### config.mk
export PLATFORM = sky130hd
export DESIGN_NAME = mips16_mc_ctrl
export DESIGN_NICKNAME = d
export VERILOG_FILES = /design/src/rtl/mips16_mc_ctrl.sv
export SDC_FILE = /design/constraint.sdc
export NUM_CORES = 1
export LEC_CHECK = 0
export BUFFER_PORTS_ARGS = -buffer_cell sky130_fd_sc_hd__buf_2
export CAP_MARGIN = 10
export CORE_MARGIN = 4
export CORE_UTILIZATION = 50
export DETAILED_ROUTE_END_ITERATION = 10
export GPL_ROUTABILITY_DRIVEN = 1
export PLACE_DENSITY = 0.78
export SYNTH_ARGS = -nofsm -noshare
export SYNTH_HDL_FRONTEND = slang
export SYNTH_SLANG_ARGS = --single-unit
### constraint.sdc
create_clock -name clk -period 2.2 [get_ports clk]
set_clock_uncertainty 0.2 [all_clocks]
set_input_delay 0 -clock clk [delete_from_list [all_inputs] [get_ports clk]]
set_output_delay 0 -clock clk [all_outputs]
set_load 0.02 [all_outputs]
### src/rtl/mips16_mc_ctrl.sv
// Multi-cycle control sequencer for the 16-bit MIPS datapath.
// Walks each instruction through fetch/decode/execute/memory/write-back and runs the memory req/ack watchdog.
module mips16_mc_ctrl #(
  parameter int TIMEOUT = 15
) (
  input  logic       clk,
  input  logic       rst,
  input  logic [3:0] opcode,
  input  logic       zero,
  input  logic       mem_ack,
  output logic       mem_req,
  output logic       mem_we,
  output logic       iord,
  output logic       ir_we,
  output logic       pc_we,
  output logic [1:0] pc_src,
  output logic       alu_src_a,
  output logic [1:0] alu_src_b,
  output logic [1:0] alu_op,
  output logic       reg_we,
  output logic       reg_dst,
  output logic       mem_to_reg,
  output logic [3:0] state,
  output logic       illegal,
  output logic       timeout
);

  localparam int CW = $clog2(TIMEOUT + 1);

  localparam logic [3:0] OP_R    = 4'b0000;
  localparam logic [3:0] OP_ADDI = 4'b0001;
  localparam logic [3:0] OP_LW   = 4'b0010;
  localparam logic [3:0] OP_SW   = 4'b0011;
  localparam logic [3:0] OP_BEQ  = 4'b0100;
  localparam logic [3:0] OP_J    = 4'b0101;
  localparam logic [3:0] OP_HALT = 4'b1111;

  typedef enum logic [3:0] {
    S_FETCH    = 4'd0,
    S_DECODE   = 4'd1,
    S_EXEC_R   = 4'd2,
    S_EXEC_I   = 4'd3,
    S_MEM_ADDR = 4'd4,
    S_MEM_RD   = 4'd5,
    S_MEM_WR   = 4'd6,
    S_WB_R     = 4'd7,
    S_WB_I     = 4'd8,
    S_WB_LW    = 4'd9,
    S_BRANCH   = 4'd10,
    S_JUMP     = 4'd11,
    S_HALT     = 4'd12
  } state_t;

  state_t        st;
  logic [CW-1:0] wait_cnt;
  logic [3:0]    op_q;
  logic          illegal_q;
  logic          timeout_q;
  logic          req_state;
  logic          wd_expire;

  assign req_state = (st == S_FETCH) || (st == S_MEM_RD) || (st == S_MEM_WR);
  // An ack in the cycle the count would reach TIMEOUT wins over the watchdog.
  assign wd_expire = req_state && !mem_ack && (wait_cnt == CW'(TIMEOUT - 1));

  always_ff @(posedge clk) begin
    if (rst) begin
      st        <= S_FETCH;
      wait_cnt  <= '0;
      op_q      <= '0;
      illegal_q <= 1'b0;
      timeout_q <= 1'b0;
    end else begin
      // Count is only nonzero while stalled, so clearing whenever not stalled
      // also clears it on every entry to a requesting state.
      if (req_state && !mem_ack) begin
        if (wait_cnt != CW'(TIMEOUT))
          wait_cnt <= wait_cnt + CW'(1);
      end else begin
        wait_cnt <= '0;
      end

      if (wd_expire) begin
        st        <= S_HALT;
        timeout_q <= 1'b1;
      end else begin
        case (st)
          S_FETCH:    if (mem_ack) st <= S_DECODE;
          S_DECODE: begin
            op_q <= opcode;
            case (opcode)
              OP_R:          st <= S_EXEC_R;
              OP_ADDI:       st <= S_EXEC_I;
              OP_LW, OP_SW:  st <= S_MEM_ADDR;
              OP_BEQ:        st <= S_BRANCH;
              OP_J:          st <= S_JUMP;
              OP_HALT:       st <= S_HALT;
              default: begin
                st        <= S_HALT;
                illegal_q <= 1'b1;
              end
            endcase
          end
          S_EXEC_R:   st <= S_WB_R;
          S_EXEC_I:   st <= S_WB_I;
          S_MEM_ADDR: st <= (op_q == OP_LW) ? S_MEM_RD : S_MEM_WR;
          S_MEM_RD:   if (mem_ack) st <= S_WB_LW;
          S_MEM_WR:   if (mem_ack) st <= S_FETCH;
          S_WB_R, S_WB_I, S_WB_LW, S_BRANCH, S_JUMP: st <= S_FETCH;
          S_HALT:     st <= S_HALT;
          default:    st <= S_HALT;
        endcase
      end
    end
  end

  // Strobes decode straight from the state; FETCH and BRANCH also look at ack/zero.
  always_comb begin
    mem_req    = 1'b0;
    mem_we     = 1'b0;
    iord       = 1'b0;
    ir_we      = 1'b0;
    pc_we      = 1'b0;
    pc_src     = 2'b00;
    alu_src_a  = 1'b0;
    alu_src_b  = 2'b00;
    alu_op     = 2'b00;
    reg_we     = 1'b0;
    reg_dst    = 1'b0;
    mem_to_reg = 1'b0;
    if (!rst) begin
      case (st)
        S_FETCH: begin
          mem_req   = 1'b1;
          alu_src_b = 2'b01;
          if (mem_ack) begin
            ir_we = 1'b1;
            pc_we = 1'b1;
          end
        end
        S_DECODE: alu_src_b = 2'b11;
        S_EXEC_R: begin
          alu_src_a = 1'b1;
          alu_op    = 2'b10;
        end
        S_EXEC_I, S_MEM_ADDR: begin
          alu_src_a = 1'b1;
          alu_src_b = 2'b10;
        end
        S_MEM_RD: begin
          mem_req = 1'b1;
          iord    = 1'b1;
        end
        S_MEM_WR: begin
          mem_req = 1'b1;
          mem_we  = 1'b1;
          iord    = 1'b1;
        end
        S_WB_R: begin
          reg_we  = 1'b1;
          reg_dst = 1'b1;
        end
        S_WB_I:  reg_we = 1'b1;
        S_WB_LW: begin
          reg_we     = 1'b1;
          mem_to_reg = 1'b1;
        end
        S_BRANCH: begin
          alu_src_a = 1'b1;
          alu_op    = 2'b01;
          pc_src    = 2'b01;
          pc_we     = zero;
        end
        S_JUMP: begin
          pc_we  = 1'b1;
          pc_src = 2'b10;
        end
        default: ;
      endcase
    end
  end

  assign state   = rst ? 4'd0 : st;
  assign illegal = illegal_q & ~rst;
  assign timeout = timeout_q & ~rst;

endmodule

==> summary.txt <==
Floorplanning
  • I/O pins: 29
  • Die width: between 50 and 60 um
  • Standard-cell row count: 15
  • Die Y-Extent: 51.8 um
  • Die ar.: about 2700 sq um
  • Core box area: ~1800 sq um
  • Initial core utilization: around 54%

Setup path
  • R2R setup slack: 0.23 ns
  • Reg2reg start: st[2]$_SDFFE_PP0P_
  • Crit Path Class: reg2out
  • CP Max Fanout: 18
  • Critical Path Source: st[2]$_SDFFE_PP0P_
  • Worst Reg2Reg Path Length in Cells: 5
  • Data required, critical path: 2.00 ns
  • CP endpoint kind: output port
  • CP startpoint kind: register
  • Crit path DAT: roughly 1.9 ns

Min path
  • Min-Delay Path Depth: 4
  • HP Class: in2out
  • Hold_sp: zero

Routing
  • Routed wire per std cell: about 13 um
  • First-pass DRT Iterations: 4
  • Final ANT Viol Nets: 0
  • Total Wirelength: ~2300 um
  • Total vias in the final route: approximately 1,000
  • Number of remaining DRC errors: 0
  • Initial drt markers: 23
  • Vias/cell: between 5 and 6

Global routing
  • Gr busiest metal: met2
  • Met2 Usage GRT: a little under a third
  • Aggregate global routing overflow: 0
  • Total track usage: roughly 18%
  • Number of global-route vias before repair: between 800 and 900
  • Met3 Use GR: under 10%
  • Largest net degree at the start of global routing: 23
  • Global-route wire length before repair: 3760 um
  • Met1 Usage GRT: between 20 and 25%
  • Initial antenna violation count: 0

CTS
  • Worst skew pair latency: about 0.29 ns
  • CTS buffer count: 3
  • Maximum buffer depth of the clock tree: 2
  • H-tree depth: 1
  • Clock sink total: 14
  • CTS clk-pin slew, worst paths: 0.09 ns
  • Post-CTS setup buffer count: 0
  • Clk root buf: clkbuf_4
  • CTS tree: yes

Power and ir drop
  • Leak pwr: roughly 0.00054 uW
  • Switching share of power: 48.4%
  • Sequential power share: 32.2%
  • Clk pwr share: around an eighth
  • Combinational power share: a little over half
  • Internal Power: roughly 730 uW
  • Net Switching: 683 uW
  • P per Cell Area: around 1200 nW/um^2
  • Worst vdd ir: about 0.76 mV

Synthesis
  • Synth cell types: 37
  • Mapped Nets: approximately 130
  • Ys Warns: 0
  • Post-synthesis cell area: 961 sq um
  • Sequential-to-total area share from yosys stat: about 29%
  • #FFs+latches synth: 14
  • Mapped Cells: 124
  • Syn avg cell area: between 7 and 8 sq um

Layout
  • Nets: ~170
  • N_diodes: 0
  • Commonest non-fill, non-tap cell in the layout: buf_2
  • Layout fillers: ~150
  • Commonest cells after routing, fill and taps aside: 28 x buf_2, 26 x nor2_1, 14 x dfxtp_1
  • Area delta synth->final: 24.9%
  • Ratio of cells with drive above 1 in the final layout: between 20% and 30%

STA
  • PnR worst setup slack: 0.150 ns
  • Final setup fails: 0
  • Tcrit/Tclk final: around 93%
  • Relative slew margins: roughly 58%
  • Final TNS setup: 0 ns
  • Max-slew violation count: 0
  • Fin. Hold Viols: 0
  • Unrepaired setup endpoints after global routing: false
  • Fmax achieved: a little under 500 MHz
  • Worst slew pin tran: around 0.63 ns
  • Final Critical Period: between 2 and 2.5 ns

Placed design
  • Hpwl dp: about 1700 um
  • Final GP Congestion: approximately 0.83
  • Pre-CTS WS: between 0.2 and 0.3 ns
  • Port Buffers: 28

Outcome
  • Status: finished, final reports clean

Run
  • Max-cap violations: 0
[path summary, 6_finish.rpt]
kind | to
worst max-delay path | reg_we
worst min-delay path | pc_we
worst max register to register | st[0]$_SDFFE_PP0P_
worst min register to register | illegal_q$_SDFFE_PP0P_
[timing repair]
| action | 4_1_cts | 5_1_grt |
|---|---|---|
| gates resized for setup | 0 | 0 |
| hold endpoints to repair | 14 | 0 |
| hold buffers | 6 | 0 |
[sequential cells by signal, summed over array words and instances, names as in the netlist]
name       cells
timeout_q      1
wait_cnt       4
op_q           4
st             4
illegal_q      1
[cell usage after synthesis, drive strengths merged]
| cell type | instances | area [sq um] |
|---|---|---|
| nor3b | 2 | 15.0 |
| a32oi | 1 | 8.76 |
| clkbuf | 2 | 7.51 |
| o21bai | 2 | 15.0 |
| dfxtp | 14 | 280 |
| o21ai | 1 | 5.00 |
| nor2b | 5 | 31.3 |
| a21o | 2 | 15.0 |
| nand3 | 5 | 25.0 |
| nor4 | 3 | 33.8 |
| a211oi | 3 | 32.5 |
| nor3 | 6 | 40.0 |
| buf | 7 | 36.3 |
| nand2 | 10 | 37.5 |
| nand4 | 2 | 12.5 |
| and3 | 6 | 37.5 |
| a221o | 1 | 10.0 |
| xnor2 | 1 | 8.76 |
| nor2 | 26 | 97.6 |
| inv | 3 | 11.3 |
| or4b | 1 | 13.8 |
| ha | 2 | 25.0 |
| mux2i | 4 | 40.0 |
| xor2 | 1 | 16.3 |
| a31oi | 3 | 18.8 |
| or4 | 1 | 11.3 |
| a221oi | 3 | 32.5 |
| o32ai | 1 | 8.76 |
| a21oi | 6 | 33.8 |
[metrics by stage]
step / area (sq um) / cells / hold slack [ns] / util, % / power [uW]
after floorplan: 961 / 124 / -0.108 / - / 1040
after global placement: 1100 / 170 / 0.0748 / 61.9 / 1200
after detailed placement: 1100 / 170 / 0.0801 / 61.9 / 1220
after CTS: 1200 / 180 / 0.170 / 67.3 / 1410
after global routing: 1200 / 180 / 0.218 / 67.3 / 1530
final: 1200 / 180 / 0.173 / 67.3 / 1410
[cell families after synthesis]
| group | Yosys count | share of synthesized area, % |
|---|---|---|
| adders and majority gates | 2 | 2.60 |
| muxes | 4 | 4.17 |
| AOI/OAI and AO/OA | 23 | 18.7 |
| DFF | 14 | 29.2 |
| xor gates and xnor gates | 2 | 2.60 |
| buffers and inverters | 12 | 5.73 |
| and+or+nand+nor | 67 | 37.0 |
[power groups by stage]
| stage | clock, uW | combinational, uW | sequential (uW) |
|---|---|---|---|
| floorplan | 0 | 691 | 354 |
| global placement | 0 | 746 | 454 |
| detailed placement | 0 | 761 | 458 |
| CTS | 191 | 771 | 451 |
| global route | 204 | 858 | 468 |
| finish | 187 | 771 | 455 |
[routing by layer]
| layer | routed length (um) | up-vias |
|---|---|---|
| li1 | - | 506 |
| met1 | 1050 | 459 |
| met2 | 1130 | 31 |
| met3 | 103 | 2 |
| met4 | 5 | 0 |
| met5 | 0 | - |
[cell type report]
class	count	area [sq um]	share of cell area (%)
Clock buffer	4	36.3	3.02
Inverter	3	11.3	0.938
Multi-Input combinational cell	98	626	52.1
Sequential cell	14	280	23.4
Tap cell	25	31.3	2.61
Timing Repair Buffer	36	215	17.9
[critical path, cell delays in order (launching register included)]
cell,delay [ns]
dfxtp_1,0.73
inv_2,0.13
nor2_1,0.23
and3_1,0.22
a21o_1,0.09
buf_2,0.16
No activity file was read; power rests on OpenSTA's default activity.
